--- src/rtl/fifo_reader_if.sv ---
// fifo_reader_if -- bundle of the FIFO-side and stream-side signals of fifo_reader.
//
// Signals:
//   buf_out      FIFO read data, valid the cycle after a rd_en on a non-empty FIFO
//   buf_empty    FIFO empty flag
//   fifo_counter FIFO occupancy
//   rd_en        FIFO read request (driven by the reader)
//   dout         output stream data (driven by the reader)
//   dout_valid   dout holds a valid byte (driven by the reader)
//   dout_ready   downstream accepts dout this cycle
//   rd_count     count of completed dout handshakes (driven by the reader)
//
// Modports:
//   master  the reader block
//   slave   the environment (FIFO plus downstream consumer)

interface fifo_reader_if #(
    parameter int DATA_WIDTH = 8
);
    logic [DATA_WIDTH-1:0] buf_out;
    logic                  buf_empty;
    logic [7:0]            fifo_counter;
    logic                  rd_en;
    logic [DATA_WIDTH-1:0] dout;
    logic                  dout_valid;
    logic                  dout_ready;
    logic [15:0]           rd_count;

    modport master (
        input  buf_out,
        input  buf_empty,
        input  fifo_counter,
        input  dout_ready,
        output rd_en,
        output dout,
        output dout_valid,
        output rd_count
    );

    modport slave (
        output buf_out,
        output buf_empty,
        output fifo_counter,
        output dout_ready,
        input  rd_en,
        input  dout,
        input  dout_valid,
        input  rd_count
    );
endinterface

--- src/rtl/fifo_reader.sv ---
// fifo_reader -- drains a synchronous FIFO into a valid/ready output stream.
//
// A FIFO read issued with rd_en returns data on buf_out one cycle later; that
// byte is captured into a 2-entry output buffer whose head drives dout.
// Reads are throttled so that buffered plus in-flight bytes never exceed the
// buffer depth, so no byte is ever dropped under backpressure.
//
// Ports:
//   clk   single clock, rising edge
//   rst   asynchronous, active-low reset
//   bus   fifo_reader_if.master (buf_out, buf_empty, fifo_counter, dout_ready
//         in; rd_en, dout, dout_valid, rd_count out)
//
// Parameters:
//   DATA_WIDTH  width of buf_out and dout
//   BURST_LEN   reads per burst in burst mode (1..255)
//
// Build option:
//   FIFO_RD_BURST_EN  when defined, reading starts only once fifo_counter
//                     reaches BURST_LEN and stops after exactly BURST_LEN
//                     reads (stalling in READ if the FIFO runs dry).
//                     When undefined, the reader follows buf_empty directly.
//
// States:
//   state | meaning
//   IDLE  | no reads issued; waiting for a start condition
//   READ  | issuing reads whenever the FIFO has data and the buffer has room

module fifo_reader #(
    parameter int DATA_WIDTH = 8,
    parameter int BURST_LEN  = 4
) (
    input  logic          clk,
    input  logic          rst,
    fifo_reader_if.master bus
);

    typedef enum logic {
        IDLE = 1'b0,
        READ = 1'b1
    } state_t;

    localparam logic [7:0] BURST_LEN_B = 8'(BURST_LEN);

    state_t                state;
    logic [1:0]            occ;
    logic                  infl;
    logic [DATA_WIDTH-1:0] mem0;
    logic [DATA_WIDTH-1:0] mem1;
    logic [15:0]           rd_count_q;

    logic                  rd_en_c;
    logic                  pop;
    logic                  cap;

`ifdef FIFO_RD_BURST_EN
    localparam logic [7:0] BURST_LAST = 8'(BURST_LEN - 1);
    logic [7:0]            beat_cnt;
`else
    // fifo_counter and the burst length only matter in burst mode.
    logic                  unused_cfg;
    assign unused_cfg = ^{bus.fifo_counter, BURST_LEN_B};
`endif

    // Buffered plus in-flight bytes must stay below the buffer depth, so a
    // read is only issued when its returning byte is guaranteed a slot.
    assign rd_en_c = (state == READ) && !bus.buf_empty &&
                     (({1'b0, occ} + {2'b00, infl}) < 3'd2);

    assign pop = (occ != 2'd0) && bus.dout_ready;
    assign cap = infl;

    assign bus.rd_en      = rd_en_c;
    assign bus.dout       = mem0;
    assign bus.dout_valid = (occ != 2'd0);
    assign bus.rd_count   = rd_count_q;

    always_ff @(posedge clk or negedge rst) begin
        if (!rst) begin
            state      <= IDLE;
            occ        <= 2'd0;
            infl       <= 1'b0;
            mem0       <= '0;
            mem1       <= '0;
            rd_count_q <= 16'd0;
`ifdef FIFO_RD_BURST_EN
            beat_cnt   <= 8'd0;
`endif
        end else begin
            infl <= rd_en_c;

            if (pop) begin
                rd_count_q <= rd_count_q + 16'd1;
            end

            // mem0 is always the head; a pop shifts mem1 forward, and a
            // capture lands in the first slot left free after any pop.
            case ({cap, pop})
                2'b10: begin
                    if (occ == 2'd0) begin
                        mem0 <= bus.buf_out;
                        occ  <= 2'd1;
                    end else if (occ == 2'd1) begin
                        mem1 <= bus.buf_out;
                        occ  <= 2'd2;
                    end
                end
                2'b01: begin
                    mem0 <= mem1;
                    occ  <= occ - 2'd1;
                end
                2'b11: begin
                    if (occ == 2'd1) begin
                        mem0 <= bus.buf_out;
                    end else begin
                        mem0 <= mem1;
                        mem1 <= bus.buf_out;
                    end
                end
                default: begin
                end
            endcase

`ifdef FIFO_RD_BURST_EN
            case (state)
                IDLE: begin
                    if (bus.fifo_counter >= BURST_LEN_B) begin
                        state    <= READ;
                        beat_cnt <= 8'd0;
                    end
                end
                READ: begin
                    if (rd_en_c) begin
                        if (beat_cnt == BURST_LAST) begin
                            state    <= IDLE;
                            beat_cnt <= 8'd0;
                        end else begin
                            beat_cnt <= beat_cnt + 8'd1;
                        end
                    end
                end
                default: state <= IDLE;
            endcase
`else
            case (state)
                IDLE: begin
                    if (!bus.buf_empty) begin
                        state <= READ;
                    end
                end
                READ: begin
                    if (bus.buf_empty) begin
                        state <= IDLE;
                    end
                end
                default: state <= IDLE;
            endcase
`endif
        end
    end

endmodule

--- src/flat_wrapper.sv ---
// flat-port wrapper written by rule: the top's interface ports become plain ports
module fifo_reader_flat 
#(
    parameter int DATA_WIDTH = 8,
    parameter int BURST_LEN  = 4
)
  (clk, rst, bus_buf_out, bus_buf_empty, bus_fifo_counter, bus_dout_ready, bus_rd_en, bus_dout, bus_dout_valid, bus_rd_count);
  fifo_reader_if #(.DATA_WIDTH(DATA_WIDTH)) bus_i ();
  input  logic clk;
  input  logic rst;
  input wire logic [$bits(bus_i.buf_out)-1:0] bus_buf_out;
  input wire logic [$bits(bus_i.buf_empty)-1:0] bus_buf_empty;
  input wire logic [$bits(bus_i.fifo_counter)-1:0] bus_fifo_counter;
  input wire logic [$bits(bus_i.dout_ready)-1:0] bus_dout_ready;
  output wire logic [$bits(bus_i.rd_en)-1:0] bus_rd_en;
  output wire logic [$bits(bus_i.dout)-1:0] bus_dout;
  output wire logic [$bits(bus_i.dout_valid)-1:0] bus_dout_valid;
  output wire logic [$bits(bus_i.rd_count)-1:0] bus_rd_count;
  assign bus_i.buf_out = bus_buf_out;
  assign bus_i.buf_empty = bus_buf_empty;
  assign bus_i.fifo_counter = bus_fifo_counter;
  assign bus_i.dout_ready = bus_dout_ready;
  assign bus_rd_en = bus_i.rd_en;
  assign bus_dout = bus_i.dout;
  assign bus_dout_valid = bus_i.dout_valid;
  assign bus_rd_count = bus_i.rd_count;
  fifo_reader #(.DATA_WIDTH(DATA_WIDTH), .BURST_LEN(BURST_LEN)) u_core (.clk(clk), .rst(rst), .bus(bus_i));
endmodule
--- config.mk ---
export PLATFORM = sky130hd
export DESIGN_NAME = fifo_reader_flat
export DESIGN_NICKNAME = d
export VERILOG_FILES = /design/src/rtl/fifo_reader_if.sv /design/src/rtl/fifo_reader.sv /design/src/flat_wrapper.sv
export SDC_FILE = /design/constraint.sdc
export NUM_CORES = 1
export LEC_CHECK = 0
export CORE_MARGIN = 2
export CORE_UTILIZATION = 50
export CTS_BUF_LIST = sky130_fd_sc_hd__clkbuf_4 sky130_fd_sc_hd__clkbuf_8
export CTS_CLUSTER_DIAMETER = 80
export CTS_CLUSTER_SIZE = 28
export DETAILED_ROUTE_END_ITERATION = 6
export GPL_TIMING_DRIVEN = 0
export PLACE_DENSITY_LB_ADDON = 0.2
export SETUP_SLACK_MARGIN = 0.2
export SKIP_LAST_GASP = 1
export SYNTH_ARGS = -nofsm -noshare
export SYNTH_HDL_FRONTEND = slang
export SYNTH_SLANG_ARGS = --single-unit
--- constraint.sdc ---
create_clock -name clk -period 2.42 [get_ports clk]
set_input_delay 0.363 -clock clk [delete_from_list [all_inputs] [get_ports clk]]
set_output_delay 0.363 -clock clk [all_outputs]
set_load 0.005 [all_outputs]
; ---- Word-level counts from Yosys, hierarchy flattened
; Index checks and enable logic that the tools add are counted.
[totals]
ff_bits = 36
latchBits = 0
ramBits = 0
mem_bits_ro = 0
in_bits = 20
output_inout_bits = 26
word_cells = 40
memories = 0
[op_classes]
n_addsub = 3
mul = 0
n_div = 0
magnitude_cmp = 1
n_eq_ne = 8
shift = 0
n_mux = 10
n_bitwise = 0
n_reduce_logical = 12
[op_table]
columns = op, n
row1 = $mux 8, 4
row2 = $pmux 8 s3, 1
row3 = $add 16x1->16 const B, 1
row4 = $pmux 8 s2, 1
row5 = $reduce_bool 2->1, 3
row6 = $eq 2x1->1 const B, 2
row7 = $eq 2x2->1 const B, 2
row8 = $mux 2, 2
row9 = $ne 2x2->1 const B, 2
row10 = $pmux 2 s2, 1
row11 = $reduce_and 2->1, 2
row12 = $add 2x1->3, 1
row13 = $logic_and 1x1->1, 3
row14 = $lt 3x2->1 const B, 1
row15 = $ne 3x1->1 const B, 1
row16 = $reduce_and 3->1, 1
row17 = $reduce_bool 3->1, 1
row18 = $logic_not 2->1, 1
row19 = $ne 2x1->1 const B, 1
row20 = $sub 2x1->2 const B, 1
row21 = $logic_not 1->1, 1
row22 = $mux 1, 1

; ---- Depth between registers and ports, before layout
; Gate-level depths: netlist of the first run.
[logic_depth]
ltp_word = 5
ltp_mapped = 7
ltp_nobuf = 6

; ---- Least setup slack after synthesis of the first run
; No wires, ideal clock.
[synth_path]
kind = register to register
start = register u_core.occ[0]
end = register u_core.mem1[2]
setup_ps = 125
t_arrival_ps = 1608
required_ps = 2295
path_slack_ps = 687
stages_incl_launch_ff = 7
n_path_buf = 0
synth_period_minus_slack_ps = 1733
path_cell_list = dfrtp_1 > inv_1 > ha_1 > inv_1 > nand2_1 > a211oi_4 > mux2_2
[synth_via]
elab_chain_len = 5
elab_cells_between_ends = 13
classes_between = 5 x eq/ne / 3 x mux / 5 x reduce/logical
[synth_lines]
columns = element, line_no
row1 = "start, declared", fifo_reader.sv:46  ; logic [1:0] occ;
row2 = "start signal, assigned", fifo_reader.sv:110  ; occ <= occ - 2'd1;
row3 = $reduce_bool 2->1 (*), --
row4 = via bus_dout_valid, flat_wrapper.sv:17  ; output wire logic [$bits(bus_i.dout_valid)-1:0] bus_dout_valid;
row5 = $logic_and 1x1->1 (*), fifo_reader.sv:70  ; assign pop = (occ != 2'd0) && bus.dout_ready;
row6 = $eq 2x2->1, fifo_reader.sv:98  ; case ({cap, pop})
row7 = $ne 2x2->1 (no source line) or $reduce_bool 2->1 (tied branches), --
row8 = $reduce_and 3->1 (no source line), --
row9 = "end signal, assigned", fifo_reader.sv:104  ; mem1 <= bus.buf_out;
row10 = "end signal, assigned", fifo_reader.sv:117  ; mem1 <= bus.buf_out;
row11 = "end, declared", fifo_reader.sv:49  ; logic [DATA_WIDTH-1:0] mem1;
; Mark *: on every way through the listed nets, which the timed path passes. The rest lies on a longest branch. The select of a mux whose other input is x is not followed.
; A chain may end at the register's enable or synchronous reset.

; ---- Worst setup path after layout of the first run
[layout_path]
start = register u_core.infl (netlist: u_core.cap)
end = output bus_rd_en
[layout_via]
elab_chain_len = 3
[layout_lines]
columns = element, line_no
row1 = "start, declared", fifo_reader.sv:47  ; logic infl;
row2 = "start signal, assigned", fifo_reader.sv:90  ; infl <= rd_en_c;
row3 = $add 2x1->3, fifo_reader.sv:68  ; (({1'b0, occ} + {2'b00, infl}) < 3'd2);
row4 = $lt 3x2->1, fifo_reader.sv:68
row5 = $logic_and 1x1->1, fifo_reader.sv:67  ; assign rd_en_c = (state == READ) && !bus.buf_empty &&
row6 = "end, declared", flat_wrapper.sv:15  ; output wire logic [$bits(bus_i.rd_en)-1:0] bus_rd_en;
; Every way passes these cells.

==> results.md, run 1 <==
- RD Place Congestion: 0.765
- Hold Slack: ~0.083 ns
- Top cell type's share of synthesized area: a little over half
- Critical Path RT: roughly 2.1 ns
- Vias in the first global route: around 1300
- Max-cap viol count: 0
- Final setup fails: 0
- Power density of the placed cells: roughly 1100 nW/µm²
- Via Count: 1233
- Placed cells: approximately 230
- Largest net degree at the start of global routing: 37
- Syn avg cell area: ~12 µm²
- Num rows: 21
- Drt first-iter violations: 60
- Main flop type after synthesis: dfrtp_1
- Yosys reg bits: 36
- Clock slew at reported path FFs: around 0.11 ns
- Fmax: about 0.47 GHz
- Critical setup path kind: flip-flop to primary output
- Synth cell types: 32
- Fillers: about 280
- Hold_buf cts: 0
- Sequential cell area fraction in the yosys report: 52.9%
- Core area: 3310 µm²
- R2r setup slk: 0.59 ns
- Post-synth ARST share: 100%
- Relative slew slack: 48.1%
- Mapped Area: approximately 1700 µm²
- PortBufs: 36
- TritonCTS clock tree: done
- Drt first pass iters: 4
- Yosys warnings: 0
- Worst slew pin tran: 0.778 ns
- Final TNS setup: 0 ns
- Outcome: finished clean
- Post-Synthesis Cells: about 150
- Clk buf depth: 2
- Syn nets: ~170
- CP arrival: roughly 1.8 ns
- Post-DRT Antenna Nets: 0
- DRC: 0
- CP Launch Type: flip-flop
- CTS buffer count: 5
- Layout cells sized above 1: between 10% and 20%
- Full die area: between 3000 and 4000 µm²
- Worst skew pair latency: approximately 0.34 ns
- Critical path fanouts, max: 10
- Chip width: 62.4 µm
- Setup Skew: about 0.0074 ns
- Post-synth top cells: 36 x dfrtp_1, 18 x nor2_1, 14 x nand2_1
- Avg WL per Cell: between 10 and 15 µm
- Hold Path Class: primary input to asynchronous set/reset pin
- EDFF count, synth: 0
- Ant. Diodes: 0
- Die span in y: roughly 62 µm
- RSZ-0062 raised after global routing: no
- # IOs: 46
- Non-filler instance count after layout: about 240
- Final wirelength: ~3300 µm
- Final #Nets: ~220
- H-tree levels: 2
- First-pass GRT wire length: 5690 µm
- Synth area leader: dfrtp_1
- Ranking of synthesized cells by area: dfrtp_1 53%, mux2_2 6.0%, xnor2_1 5.7%, nor2_1 4.0%, nand2_1 3.1%
- Hold Vio Cnt, Final: 0
- Vias per Instance: 5.18
- Tmin final: about 2.1 ns
- P_leak: around 0.001 µW
- Synthesis-to-layout area growth: 31.1%
- Top-count cell post-synth: dfrtp_1
- Final max-slew violation count: 0
- Total gr overflow: 0
- CTS root buf: clkbuf_4
- Hpwl dp: about 2400 µm
- VDD IR-drop max: 0.000561 V
- Crit path capture type: primary output
- Fin crit share: approximately 90%
- Starting Density: about half
- Initial antenna violation count: 0
- # clock sinks: 36
- Tot GR Track Use: 18.6%
-- cell usage in the layout (no fill, tap or decap), drive strengths merged --
cell type and n:
a31oi 2, nor2 18, nor2b 2, buf 5, nor4 2, a21o 3, mux2 9, and4 1
a21oi 4, o2111a 1, and4b 1, a211oi 1, nand3 3, o22ai 8, xor2 4, ha 4
xnor2 11, clkdlybuf4s50 35, inv 8, and3 1, dfrtp 36, clkbuf 7, nand2b 2, or2b 1
nor3 3, o32ai 1, bufinv 1, nand2 14, nand4 4
-- sequential cells by signal, indices dropped and copies added, names as in the netlist --
register,count
u_core.state,1
u_core.bus.dout,8
u_core.bus.rd_count,16
u_core.occ,2
u_core.cap,1
u_core.mem1,8
-- metal layers --
layer	share of wire [%]	routed length (µm)	track usage (%)
met1	45	1470	23.2
met2	50	1640	30.8
met3	3.7	121	5.07
met4	1.7	57	7.50
met5	0	0	0
-- cell families after synthesis --
kind of cell / count (synthesis) / share of synthesized area (%)
muxes: 9 / 5.95
adders and majority gates: 4 / 2.94
and+or+nand+nor: 52 / 18.4
AOI/OAI and AO/OA: 20 / 8.74
xor gates and xnor gates: 15 / 7.71
buffers and inverters: 11 / 3.31
DFF: 36 / 52.9
-- worst paths after layout --
kind                       depth (start not counted)                           startpoint                                  end
hold / removal                                     1                                  rst  u_core.bus.rd_count[15]$_DFFE_PN0N_
setup reg to reg                                   5            u_core.occ[0]$_DFFE_PN0P_           u_core.mem1[1]$_DFFE_PN0P_
max in group asynchronous                          1                                  rst       u_core.bus.dout[2]$_DFFE_PN0P_
min in group clk                                   3                       bus_dout_ready            u_core.occ[1]$_DFFE_PN0P_
hold reg to reg                                    1  u_core.bus.rd_count[15]$_DFFE_PN0N_  u_core.bus.rd_count[15]$_DFFE_PN0N_
setup / recovery                                   4                 u_core.cap$_DFF_PN0_                            bus_rd_en
-- where the power goes --
| group | switching (µW) | total (µW) | leakage (µW) | internal, µW |
|---|---|---|---|---|
| sequential | 174 | 981 | 0.000445 | 807 |
| clock | 201 | 475 | 0.0000515 | 274 |
| combinational | 398 | 926 | 0.000477 | 528 |
-- worst max-delay path: stages, from the launching register on --
cell and delay (ns):
dfrtp_1 0.39, buf_2 0.17, inv_1 0.10, o2111a_1 0.23, clkdlybuf4s50_1 0.52
-- final cells by class --
type | count | area [µm²] | area share [%]
Buffer | 3 | 27.5 | 1.23
Tap cell | 46 | 57.6 | 2.58
Sequential cell | 36 | 901 | 40.4
Timing Repair Buffer | 37 | 363 | 16.3
Clock inverter | 1 | 30.0 | 1.35
Multi-Input combinational cell | 100 | 758 | 34.0
Clock buffer | 7 | 65.1 | 2.91
Inverter | 8 | 30.0 | 1.35
-- per-stage QoR --
stage / area (µm²) / total power (µW) / setup WS, ns / utilization, %
floorplan: 1700 / 1470 / 0.687 / -
finish: 2230 / 2380 / 0.305 / 67.4
global route: 2230 / 2550 / 0.219 / 67.4
global placement: 2120 / 1830 / 0.258 / 64.1
detailed placement: 2120 / 1880 / 0.506 / 63.9
CTS: 2220 / 2380 / 0.263 / 67.1
-- timing repair --
item / in CTS / in global routing
setup endpoints to repair: 2 / 2
resized for setup: 2 / 2
setup buffers: 1 / 0
Note: power is estimated with default switching activity, not from simulation.
==> run 2: changes to the inputs <==
--- a/config.mk
+++ b/config.mk
@@ -5,8 +5,8 @@
 export SDC_FILE = /design/constraint.sdc
 export NUM_CORES = 1
 export LEC_CHECK = 0
-export CORE_MARGIN = 2
-export CORE_UTILIZATION = 50
+export CORE_MARGIN = 5
+export CORE_UTILIZATION = 45
 export CTS_BUF_LIST = sky130_fd_sc_hd__clkbuf_4 sky130_fd_sc_hd__clkbuf_8
 export CTS_CLUSTER_DIAMETER = 80
 export CTS_CLUSTER_SIZE = 28
==> constraint.sdc (replaced) <==
create_clock -name clk -period 1.9 [get_ports clk]
set_input_delay 0.285 -clock clk [delete_from_list [all_inputs] [get_ports clk]]
set_output_delay 0.285 -clock clk [all_outputs]
set_load 0.005 [all_outputs]
==> results.md, run 2 (synthesized netlist as in run 1, its figures left out) <==
- Tmin final: 1.68 ns
- P_leak: between 0.001 and 0.0015 µW
- First-pass GRT wire length: approximately 6100 µm
- CP max stage cell: dfrtp_1
- Post-DRT Antenna Nets: 0
- H-tree levels: 2
- Outcome: finished clean
- VDD IR-drop max: around 0.00081 V
- Final max-slew violation count: 0
- Initial antenna violation count: 0
- Hpwl dp: ~2600 µm
- Max-cap viol count: 0
- Drt first-iter violations: 57
- CP Launch Type: flip-flop
- CTS buffer count: 5
- Final #Nets: approximately 220
- Hold Path Class: primary input to asynchronous set/reset pin
- Bufs and invs on worst path: 1
- Full die area: around 5000 µm²
- Final wirelength: ~3600 µm
- # clock sinks: 36
- Commonest non-fill, non-tap cells in the layout: 36 x dfrtp_1, 33 x clkdlybuf4s50_1, 18 x nor2_1
- Die span in y: between 70 and 80 µm
- Vias per Instance: between 5 and 6
- Relative slew slack: roughly 48%
- Power density of the placed cells: about 1300 nW/µm²
- Num rows: 22
- Fin crit share: 88.2%
- CP arrival: 1.85 ns
- Setup Skew: 0.00187 ns
- Core area: ~3700 µm²
- Critical-path cell list: buf_4 > ha_4 > or2b_1 > a21oi_4 > mux2_2
- Crit path capture type: flip-flop
- Total gr overflow: 0
- Slowest cell delay on critical path: between 0.3 and 0.4 ns
- Worst slew pin tran: 0.775 ns
- CTS root buf: clkbuf_8
- Critical Path RT: just over 2 ns
- Ant. Diodes: 0
- Max layer used: met4
- Commonest non-fill, non-tap cell in the layout: dfrtp_1
- RD Place Congestion: 0.817
- Clk buf depth: 2
- Layout cells sized above 1: around a fifth
- Avg WL per Cell: 14.6 µm
- Met3 wire len: about 260 µm
- DRC: 0
- Hold Vio Cnt, Final: 0
- PortBufs: 36
- Final TNS setup: 0 ns
- Met2 WL post-DR: between 1500 and 2000 µm
- Starting Density: roughly 47%
- # IOs: 46
- Top delay family on crit path: flip-flops
- DP Area: between 2000 and 2500 µm²
- Worst skew pair latency: roughly 0.28 ns
- Synthesis-to-layout area growth: 35.5%
- Total power after layout: 3090 µW
- Cell area after layout: 2310 µm²
- Critical setup path kind: flip-flop to flip-flop
- RSZ-0062 raised after global routing: yes
- Clock slew at reported path FFs: 0.06 ns
- Chip width: slightly above 70 µm
- Met1 WL: between 1000 and 1500 µm
- Drt first pass iters: 4
- Tot GR Track Use: roughly 15%
- Vias in the first global route: approximately 1300
- TritonCTS clock tree: done
- Fmax: around 0.60 GHz
- Critical path fanouts, max: 5
- Final setup fails: 0
- Largest register FFs: 16
- Via Count: between 1000 and 1500
- Largest net degree at the start of global routing: 37
==> run 2: changes by cell type in the layout (fill, tap and decap cells not counted), moves of 3 or more <==
cell and change:
clkbuf_8 +4, inv_2 +3, mux2_4 +3, mux2_2 -3
clkbuf_4 -3, inv_1 -3
==> run 2: path summary, 6_finish.rpt <==
kind / slack (ns) / cells after the start / endpoint / from
max: 0.22 / 5 / u_core.mem1[0]$_DFFE_PN0P_ / u_core.occ[0]$_DFFE_PN0P_
min: 0.07 / 1 / u_core.bus.rd_count[0]$_DFFE_PN0N_ / rst
max reg2reg: 0.22 / 5 / u_core.mem1[0]$_DFFE_PN0P_ / u_core.occ[0]$_DFFE_PN0P_
min reg2reg: 0.48 / 1 / u_core.bus.rd_count[15]$_DFFE_PN0N_ / u_core.bus.rd_count[15]$_DFFE_PN0N_
max in group asynchronous: 1.33 / 1 / u_core.bus.rd_count[1]$_DFFE_PN0N_ / rst
min in group clk: 0.41 / 3 / u_core.occ[1]$_DFFE_PN0P_ / bus_dout_ready
==> run 2: layer usage <==
layer  vias up  track usage, %
met4         0            6.26
met3         9            4.49
met2        44            26.0
met5         -               0
li1        597               -
met1       606            17.6
==> run 2: area by class of cell <==
| cell class | instances | area (µm²) |
|---|---|---|
| Multi-Input combinational cell | 100 | 795 |
| Clock buffer | 8 | 97.6 |
| Inverter | 8 | 30.0 |
| Fill cell | 301 | 1350 |
| Tap cell | 48 | 60.1 |
| Buffer | 3 | 37.5 |
| Timing Repair Buffer | 40 | 387 |
| Sequential cell | 36 | 901 |
==> run 2: power by group <==
part / switching (µW) / internal [µW] / total [µW]
Clock: 251 / 324 / 575
Combinational: 538 / 719 / 1260
Sequential: 231 / 1030 / 1260
==> run 2: through the flow <==
step | std cells | setup WS (ns) | hold WS (ns) | util (%)
after floorplan | 147 | 0.237 | -0.0106 | -
after CTS | 240 | 0.203 | 0.106 | 61.6
after detailed placement | 231 | 0.0182 | 0.412 | 57.9
final | 243 | 0.223 | 0.0704 | 63.0
after global routing | 243 | 0.174 | 0.151 | 63.0
after global placement | 231 | -0.197 | 0.463 | 58.1
==> run 2: repair_timing <==
action,in CTS,in global routing
resized for setup,10,9
buffers inserted,1,3
endpoints found under the setup margin,13,10
pin swaps,2,2
hold buffers,0,0
==> run 2: worst reg2reg max path, delay by kind of cell, from the launching register on <==
kind	cells	cell delay, ns
fa+ha+maj	1	0.18
flops	1	0.38
compound gates	1	0.22
mux	1	0.36
simple gates	1	0.26
buf+inv	1	0.16
